`config.mk`:
```
export PLATFORM = sky130hd
export DESIGN_NAME = fft_frame_ctrl
export DESIGN_NICKNAME = d
export VERILOG_FILES = /design/src/rtl/fft_frame_ctrl.sv
export SDC_FILE = /design/constraint.sdc
export NUM_CORES = 1
export LEC_CHECK = 0
export BUFFER_PORTS_ARGS = -buffer_cell sky130_fd_sc_hd__buf_2
export CORE_AREA = 2 2 95 97
export CTS_BUF_LIST = sky130_fd_sc_hd__clkbuf_2 sky130_fd_sc_hd__clkbuf_4 sky130_fd_sc_hd__clkbuf_8
export DETAILED_ROUTE_END_ITERATION = 7
export DIE_AREA = 0 0 97 99
export GPL_ROUTABILITY_DRIVEN = 0
export HOLD_SLACK_MARGIN = 0.02
export PLACE_DENSITY = 0.86
export SYNTH_ARGS = -nofsm -noshare
export SYNTH_HDL_FRONTEND = slang
export SYNTH_SLANG_ARGS = --single-unit
```
`constraint.sdc`:
```
create_clock -name iClk -period 3.9 [get_ports iClk]
set_clock_uncertainty 0.15 [all_clocks]
set_input_delay 0.195 -clock iClk [delete_from_list [all_inputs] [get_ports iClk]]
set_output_delay 0.195 -clock iClk [all_outputs]
set_load 0.02 [all_outputs]
```
`src/rtl/fft_frame_ctrl.sv`:
```
// Frames samples into an R2SDF FFT pipeline, zero-pads a starved frame, bounds frames in flight,
// and tags pipeline output with natural-order bin plus sof/eof; every output is registered (1 cycle).
module fft_frame_ctrl #(
  parameter int N_LOG2       = 6,
  parameter int DATA_W       = 16,
  parameter int OUT_W        = 37,
  parameter int MAX_INFLIGHT = 2
) (
  input  logic              iClk,
  input  logic              iRst,
  input  logic              iIn_valid,
  input  logic [DATA_W-1:0] iIn_Re,
  input  logic [DATA_W-1:0] iIn_Im,
  output logic              oIn_ready,
  output logic              oFft_valid,
  output logic [DATA_W-1:0] oFft_Re,
  output logic [DATA_W-1:0] oFft_Im,
  input  logic              iFft_valid,
  input  logic [OUT_W-1:0]  iFft_Re,
  input  logic [OUT_W-1:0]  iFft_Im,
  output logic              oOut_valid,
  output logic [OUT_W-1:0]  oOut_Re,
  output logic [OUT_W-1:0]  oOut_Im,
  output logic [N_LOG2-1:0] oOut_index,
  output logic              oOut_sof,
  output logic              oOut_eof,
  input  logic              iClr_err,
  output logic              oUnderrun,
  output logic              oBusy
);

  localparam int FL_W = $clog2(MAX_INFLIGHT + 1);

  typedef enum logic [1:0] {S_IDLE, S_RUN, S_PAD} state_t;

  state_t              r_state;
  logic [N_LOG2-1:0]   r_in_cnt;
  logic [N_LOG2-1:0]   r_out_cnt;
  logic [FL_W-1:0]     r_fl_cnt;
  logic                r_in_rdy;
  logic                r_underrun;
  logic                r_fft_vld;
  logic [DATA_W-1:0]   r_fft_re;
  logic [DATA_W-1:0]   r_fft_im;
  logic                r_out_vld;
  logic [OUT_W-1:0]    r_out_re;
  logic [OUT_W-1:0]    r_out_im;
  logic [N_LOG2-1:0]   r_out_idx;
  logic                r_out_sof;
  logic                r_out_eof;

  logic                w_accept;
  logic                w_fl_inc;
  logic                w_fl_dec;
  logic                w_in_last;
  logic                w_out_last;
  logic                w_fl_room_nxt;
  logic [FL_W-1:0]     w_fl_nxt;
  logic [N_LOG2-1:0]   w_out_idx;

  assign w_accept   = iIn_valid & r_in_rdy;
  assign w_fl_inc   = w_accept & (r_state == S_IDLE);
  assign w_in_last  = (r_in_cnt == {N_LOG2{1'b1}});
  assign w_out_last = (r_out_cnt == {N_LOG2{1'b1}});
  // Output with nothing in flight still streams through, it just cannot underflow the count.
  assign w_fl_dec   = iFft_valid & w_out_last & (r_fl_cnt != '0);

  always_comb begin
    w_fl_nxt = r_fl_cnt;
    if (w_fl_inc && !w_fl_dec) begin
      w_fl_nxt = r_fl_cnt + FL_W'(1);
    end else if (!w_fl_inc && w_fl_dec) begin
      w_fl_nxt = r_fl_cnt - FL_W'(1);
    end
  end

  assign w_fl_room_nxt = (w_fl_nxt < FL_W'(MAX_INFLIGHT));

  always_comb begin
    w_out_idx = '0;
    for (int b = 0; b < N_LOG2; b++) begin
      w_out_idx[b] = r_out_cnt[N_LOG2-1-b];
    end
  end

  // Ready is registered, so it is computed from the state and in-flight count being entered.
  always_ff @(posedge iClk) begin
    if (iRst) begin
      r_state    <= S_IDLE;
      r_in_cnt   <= '0;
      r_fl_cnt   <= '0;
      r_in_rdy   <= 1'b0;
      r_underrun <= 1'b0;
      r_fft_vld  <= 1'b0;
      r_fft_re   <= '0;
      r_fft_im   <= '0;
    end else begin
      r_fl_cnt  <= w_fl_nxt;
      r_fft_vld <= 1'b0;
      r_fft_re  <= '0;
      r_fft_im  <= '0;
      if (iClr_err) begin
        r_underrun <= 1'b0;
      end
      case (r_state)
        S_IDLE: begin
          r_in_rdy <= w_fl_room_nxt;
          if (w_accept) begin
            r_state   <= S_RUN;
            r_in_cnt  <= N_LOG2'(1);
            r_in_rdy  <= 1'b1;
            r_fft_vld <= 1'b1;
            r_fft_re  <= iIn_Re;
            r_fft_im  <= iIn_Im;
          end
        end
        S_RUN: begin
          r_fft_vld <= 1'b1;
          r_in_cnt  <= r_in_cnt + N_LOG2'(1);
          if (iIn_valid) begin
            r_fft_re <= iIn_Re;
            r_fft_im <= iIn_Im;
          end else begin
            r_underrun <= 1'b1;
          end
          if (w_in_last) begin
            r_state  <= S_IDLE;
            r_in_rdy <= w_fl_room_nxt;
          end else if (!iIn_valid) begin
            r_state  <= S_PAD;
            r_in_rdy <= 1'b0;
          end else begin
            r_in_rdy <= 1'b1;
          end
        end
        S_PAD: begin
          r_fft_vld <= 1'b1;
          r_in_cnt  <= r_in_cnt + N_LOG2'(1);
          if (w_in_last) begin
            r_state  <= S_IDLE;
            r_in_rdy <= w_fl_room_nxt;
          end else begin
            r_in_rdy <= 1'b0;
          end
        end
        default: begin
          r_state  <= S_IDLE;
          r_in_rdy <= 1'b0;
        end
      endcase
    end
  end

  always_ff @(posedge iClk) begin
    if (iRst) begin
      r_out_cnt <= '0;
      r_out_vld <= 1'b0;
      r_out_re  <= '0;
      r_out_im  <= '0;
      r_out_idx <= '0;
      r_out_sof <= 1'b0;
      r_out_eof <= 1'b0;
    end else begin
      r_out_vld <= iFft_valid;
      r_out_re  <= iFft_valid ? iFft_Re : '0;
      r_out_im  <= iFft_valid ? iFft_Im : '0;
      r_out_idx <= iFft_valid ? w_out_idx : '0;
      r_out_sof <= iFft_valid & (r_out_cnt == '0);
      r_out_eof <= iFft_valid & w_out_last;
      if (iFft_valid) begin
        r_out_cnt <= r_out_cnt + N_LOG2'(1);
      end
    end
  end

  assign oIn_ready  = r_in_rdy;
  assign oFft_valid = r_fft_vld;
  assign oFft_Re    = r_fft_re;
  assign oFft_Im    = r_fft_im;
  assign oOut_valid = r_out_vld;
  assign oOut_Re    = r_out_re;
  assign oOut_Im    = r_out_im;
  assign oOut_index = r_out_idx;
  assign oOut_sof   = r_out_sof;
  assign oOut_eof   = r_out_eof;
  assign oUnderrun  = r_underrun;
  assign oBusy      = (r_state != S_IDLE) | (r_fl_cnt != '0);

endmodule

```
# Word level (Yosys, flattened, before mapping)
# Cells that the tools add are included.
dict set report word_totals {
  regBits 134
  word_cells 72
  output_inout_bits 119
  in_bits 111
}
dict set report classes {
  n_lt_le_gt_ge 1
  add_sub_neg 4
  n_reduce_logical 13
  eq_ne 7
  n_mux 25
  bitwise_logic 7
}
# operator n
set ops {}
lappend ops {{16-bit 2-to-1 mux} 4}
lappend ops {{16-bit case mux with 2 select lines} 2}
lappend ops {{6-bit by 1-bit adder with 6-bit output, second input constant} 2}
lappend ops {{6-bit equality test, second input constant} 2}
lappend ops {{2-bit 2-to-1 mux} 6}
lappend ops {{6-bit case mux with 2 select lines} 1}
lappend ops {{1-bit 2-to-1 mux} 8}
lappend ops {{6-bit logical NOT} 1}
lappend ops {{6-bit 2-to-1 mux} 1}
lappend ops {{2-bit case mux with 3 select lines} 1}
lappend ops {{2-bit nonzero test} 3}
lappend ops {{1-bit AND} 5}
lappend ops {{2-bit != test, second input constant} 2}
lappend ops {{2-bit OR reduction} 2}
lappend ops {{3-bit != test, second input constant} 1}
lappend ops {{1-bit case mux with 3 select lines} 1}
lappend ops {{3-bit AND reduction} 1}
lappend ops {{2-bit by 1-bit adder with 2-bit output, second input constant} 1}
lappend ops {{2-bit by 1-bit equality test with 1-bit output, second input constant} 1}
lappend ops {{2-bit equality test, second input constant} 1}
lappend ops {{1-bit logical AND} 2}
lappend ops {{1-bit logical NOT} 2}
lappend ops {{2-bit logical NOT} 1}
lappend ops {{2-bit < comparator, second input constant} 1}
lappend ops {{other kinds (5)} 5}

# Longest topological paths before layout
dict set report logic_depth {
  depth_word 9
  mapped_depth 9
  depth_no_buf 9
}

# Least setup slack after synthesis
# No wires, ideal clock.
dict set report synth_path {
  path_type {register to register}
  start {register r_out_cnt[0]}
  end {register r_in_rdy (netlist: oIn_ready)}
  t_arrival_ps 1877
  path_buffers 0
  stages_incl_launch_ff 8
  setup_time_ps 86
  synth_period_minus_slack_ps 2113
  setup_slack_ps 1787
  t_required_ps 3664
  cell_sequence {dfxtp_1 -> ha_1 -> nand4_1 -> or3_1 -> ha_1 -> a221oi_1 -> o22ai_1 -> a211oi_1}
}
dict set report synth_via {
  elab_chain_len 9
  word_cells_on_any_way 13
  cone_classes {order compare (1); eq/ne (1); mux (6); bitwise (2); reduce/logical (3)}
}
# item line
set synth_rtl {}
lappend synth_rtl {{start, declared} 38} ;# logic [N_LOG2-1:0] r_out_cnt;
lappend synth_rtl {{start signal, assigned} 171} ;# r_out_cnt <= r_out_cnt + N_LOG2'(1);
lappend synth_rtl {{6-bit equality test *} 64} ;# assign w_out_last = (r_out_cnt == {N_LOG2{1'b1}});
lappend synth_rtl {{1-bit AND * (2 in series)} 66} ;# assign w_fl_dec = iFft_valid & w_out_last & (r_fl_cnt != '0);
lappend synth_rtl {{1-bit logical AND / 1-bit logical NOT (equally long branches)} {72, 70}}
lappend synth_rtl {{2-bit 2-to-1 mux / 1-bit logical AND (equally long branches)} {72, 70}}
lappend synth_rtl {{2-bit 2-to-1 mux *} 70} ;# if (w_fl_inc && !w_fl_dec) begin
lappend synth_rtl {{2-bit < comparator *} 77} ;# assign w_fl_room_nxt = (w_fl_nxt < FL_W'(MAX_INFLIGHT));
lappend synth_rtl {{1-bit 2-to-1 mux (on tied branches)} {139, 108, 126}}
lappend synth_rtl {{1-bit case mux with 3 select lines *} 105} ;# case (r_state)
lappend synth_rtl {{end signal, assigned} 107} ;# r_in_rdy <= w_fl_room_nxt;
lappend synth_rtl {{end signal, assigned} 128} ;# r_in_rdy <= w_fl_room_nxt;
lappend synth_rtl {{end signal, assigned} 141} ;# r_in_rdy <= w_fl_room_nxt;
lappend synth_rtl {{end, declared} 40} ;# logic r_in_rdy;
# Mark *: on every way between the ends. The rest lies on a longest branch, timed or not.
# A chain may end at the register's enable or synchronous reset.

# Final worst setup path
# Ends and elaborated chain as after synthesis.

==> flow_metrics.py <==
metrics = {
    "outcome": {
        "status": "finished clean",
    },
    "critical_path": {
        "cp_data_required_time_ns": 4.06,
        "end_kind": "register",
        "crit_path_start": "r_out_cnt[0]$_SDFFE_PP0P_",
        "crit_arrival_ns": 2.57,
        "r2r-start": "r_out_cnt[0]$_SDFFE_PP0P_",
        "path_class": "reg -> reg",
        "slowest_delay_ns": 0.42,
        "crit_chain": "ha_1 -> nand4_1 -> or3_1 -> inv_1 -> ha_1 -> nor2_1 -> a221oi_1 -> o22ai_1 -> a211oi_1",
        "worstSetupStartpointType": "register",
        "slowest_stage": "or3_1",
        "ff2ff_path_depth": 9,
        "cp_common_cell": "ha_1",
        "cp_max_fo": 5,
    },
    "placed_design": {
        "post-dp-hpwl_mm": 7.552,
        "dp_slack_ns": 1.519,
        "io_buffers": 229,
        "placed_area_sq_um": 5329,
    },
    "die": {
        "ios": 230,
        "core_sq_um": 8551,
        "rows": 34,
        "die_h_um": 99,
        "initial_core_util_pct": 47.86,
        "die_width_um": 97,
        "dieArea_sq_um": 9603,
    },
    "synth": {
        "syn_area_sq_um": 4093,
        "synth-main-ff-cell": "dfxtp_1",
        "synth-seq-cells": 134,
        "yosysMostFrequentCell": "dfxtp_1",
        "ys_seq_area_share_pct": 65.55,
        "synthArstFlopShare_pct": 0,
        "syn_nets": 482,
        "yosys_warnings": 0,
        "synth_top_area_share_pct": 65.55,
        "ys_top_cells_by_area": "dfxtp_1 66%, and2_1 17%, ha_1 3.4%, nor2_1 1.6%, xnor2_1 1.1%",
        "synth_cell_type_count": 35,
        "synth_edf_count": 0,
        "synth_top_area_cell": "dfxtp_1",
        "synth_cells": 360,
        "yosys-top-cells-count": "134 x dfxtp_1, 112 x and2_1, 17 x nor2_1, 11 x clkbuf_1, 11 x ha_1",
        "synth.avg_cell_area_sq_um": 11.37,
    },
    "min_path": {
        "worstHoldStart": "iFft_Re[7]",
        "hold_class": "in -> reg",
        "holdPathStages": 3,
    },
    "clock_tree": {
        "cts_setup_buffers": 0,
        "clk_latency_ns": 0.41,
        "cts_sinks": 134,
        "path_clk_slew_ns": 0.09,
        "numCtsBuffers": 17,
        "root_buffer": "clkbuf_8",
        "ctsLongestPathBuffers": 2,
        "htreeDepth": 4,
        "cts_tree": "done",
    },
    "global_route": {
        "overflow": 0,
        "grt_pass1_wl_mm": 21.65,
        "grt_antenna_before_repair": 1,
        "track_usage_pct": 29.50,
        "grt_start_max_net_pins": 83,
        "grt_pass1_vias": 4111,
    },
    "route": {
        "totalWireLength_mm": 14.30,
        "drtAntennaViolNets": 0,
        "wire_per_inst_um": 17.30,
        "avgViaCountPerCell": 4.709,
        "drt_first_pass_iters": 4,
        "num_vias": 3894,
        "drt_iter0_drc": 64,
        "remaining_drc_errors": 0,
    },
    "timing": {
        "rsz0062_at_grt": "no",
        "final.min_clock_period_ns": 2.407,
        "hold_viol_final": 0,
        "hold_ws_ns": 0.3655,
        "fin_crit_sh_pct": 61.72,
        "worst_pin_slew_ns": 1.267,
        "setup_viol": 0,
        "slew_violations": 0,
        "maxSlewHeadroom_pct": 15.37,
        "fmax_mhz": 415.4,
        "worst_slack_ns": 1.493,
        "timing.setup.tns_ns": 0,
    },
    "cells_and_area": {
        "layout.nets": 828,
        "drive_gt1_share_pct": 37.19,
        "stdcell_area_sq_um": 6838,
        "area_delta_synth_final_pct": 67.07,
    },
    "power_and_ir_drop": {
        "ir_drop_mv": 0.3325,
        "power_density_nw_per_um2": 475.3,
        "p_leak_nw": 3.411,
    },
    "job": {
        "cap_violations": 0,
    },
}
layout by cell type, fill, tap and decap left out, drive strengths merged, types with 9 or more instances in the layout:
cell type and n:
buf 230, nand2 9, inv 13, dfxtp 134
nor2 17, and2 112, clkbuf 17, ha 11
dlygate4sd3 112
per-stage QoR:
stage	instances	power, mW	utilization (%)
after floorplan	360	1.848	-
after global placement	683	2.020	62.32
after detailed placement	683	2.042	62.32
after CTS	826	3.235	79.94
after global routing	827	3.382	79.97
final	827	3.250	79.97
worst paths after layout:
path	to	slack, ns
max	oIn_ready$_SDFF_PP0_	1.49
min	oOut_Re[7]$_SDFF_PP0_	0.37
max reg2reg	oIn_ready$_SDFF_PP0_	1.49
min reg2reg	r_fl_cnt[0]$_SDFFE_PP0P_	0.37
final cells by class:
type	count	area (sq um)
flip-flops and latches	134	2683
repair buffers	342	2275
fillers	461	1713
multi-input cells	202	1324
clock buffers	17	234.0
clock inverters	14	151.4
well taps	108	135.1
inverters	9	33.78
diodes	1	2.502
layer usage:
metal	wire length (um)	global-route usage, %	share of wire [%]
met1	5115	29.18	36
met2	7379	53.37	52
met3	1096	10.28	7.7
met4	713	17.44	5.0
met5	0	0	0
power by group:
group / total (mW) / internal, mW / switching, mW
Sequential: 1.50 / 1.46 / 0.0445
Clock: 1.12 / 0.572 / 0.552
Combinational: 0.622 / 0.280 / 0.342
Total: 3.25 / 2.31 / 0.938
critical path: cells and delay by family (launching register included):
family	cells	cell delay, ns
simple gates	3	0.64
buf+inv	1	0.08
fa+ha+maj	2	0.36
flops	1	0.41
compound gates	3	0.68
cell families (layout without fill, tap and decap cells):
group,after synthesis,after routing,synth area share (%)
fa+ha+maj,11,11,3.363
other cells,0,1,0
simple gates,164,164,23.66
mux,2,2,0.4892
buf+inv,24,382,2.293
flops,134,134,65.55
xor+xnor,8,8,1.712
compound gates,17,17,2.935
state kept, by name, summed over array words and instances, names as in the netlist, 2 cells and up:
| register | flops |
|---|---|
| oFft_Im | 16 |
| oFft_Re | 16 |
| oOut_Im | 37 |
| oOut_Re | 37 |
| oOut_index | 6 |
| r_fl_cnt | 2 |
| r_in_cnt | 6 |
| r_out_cnt | 6 |
| r_state | 2 |
what timing repair did:
item	4_1_cts	5_1_grt
endpoints found under the hold margin	115	0
setup endpoints to repair	0	0
resized for setup	0	0
hold buffers	112	0
No activity file was read; power rests on OpenSTA's default activity.
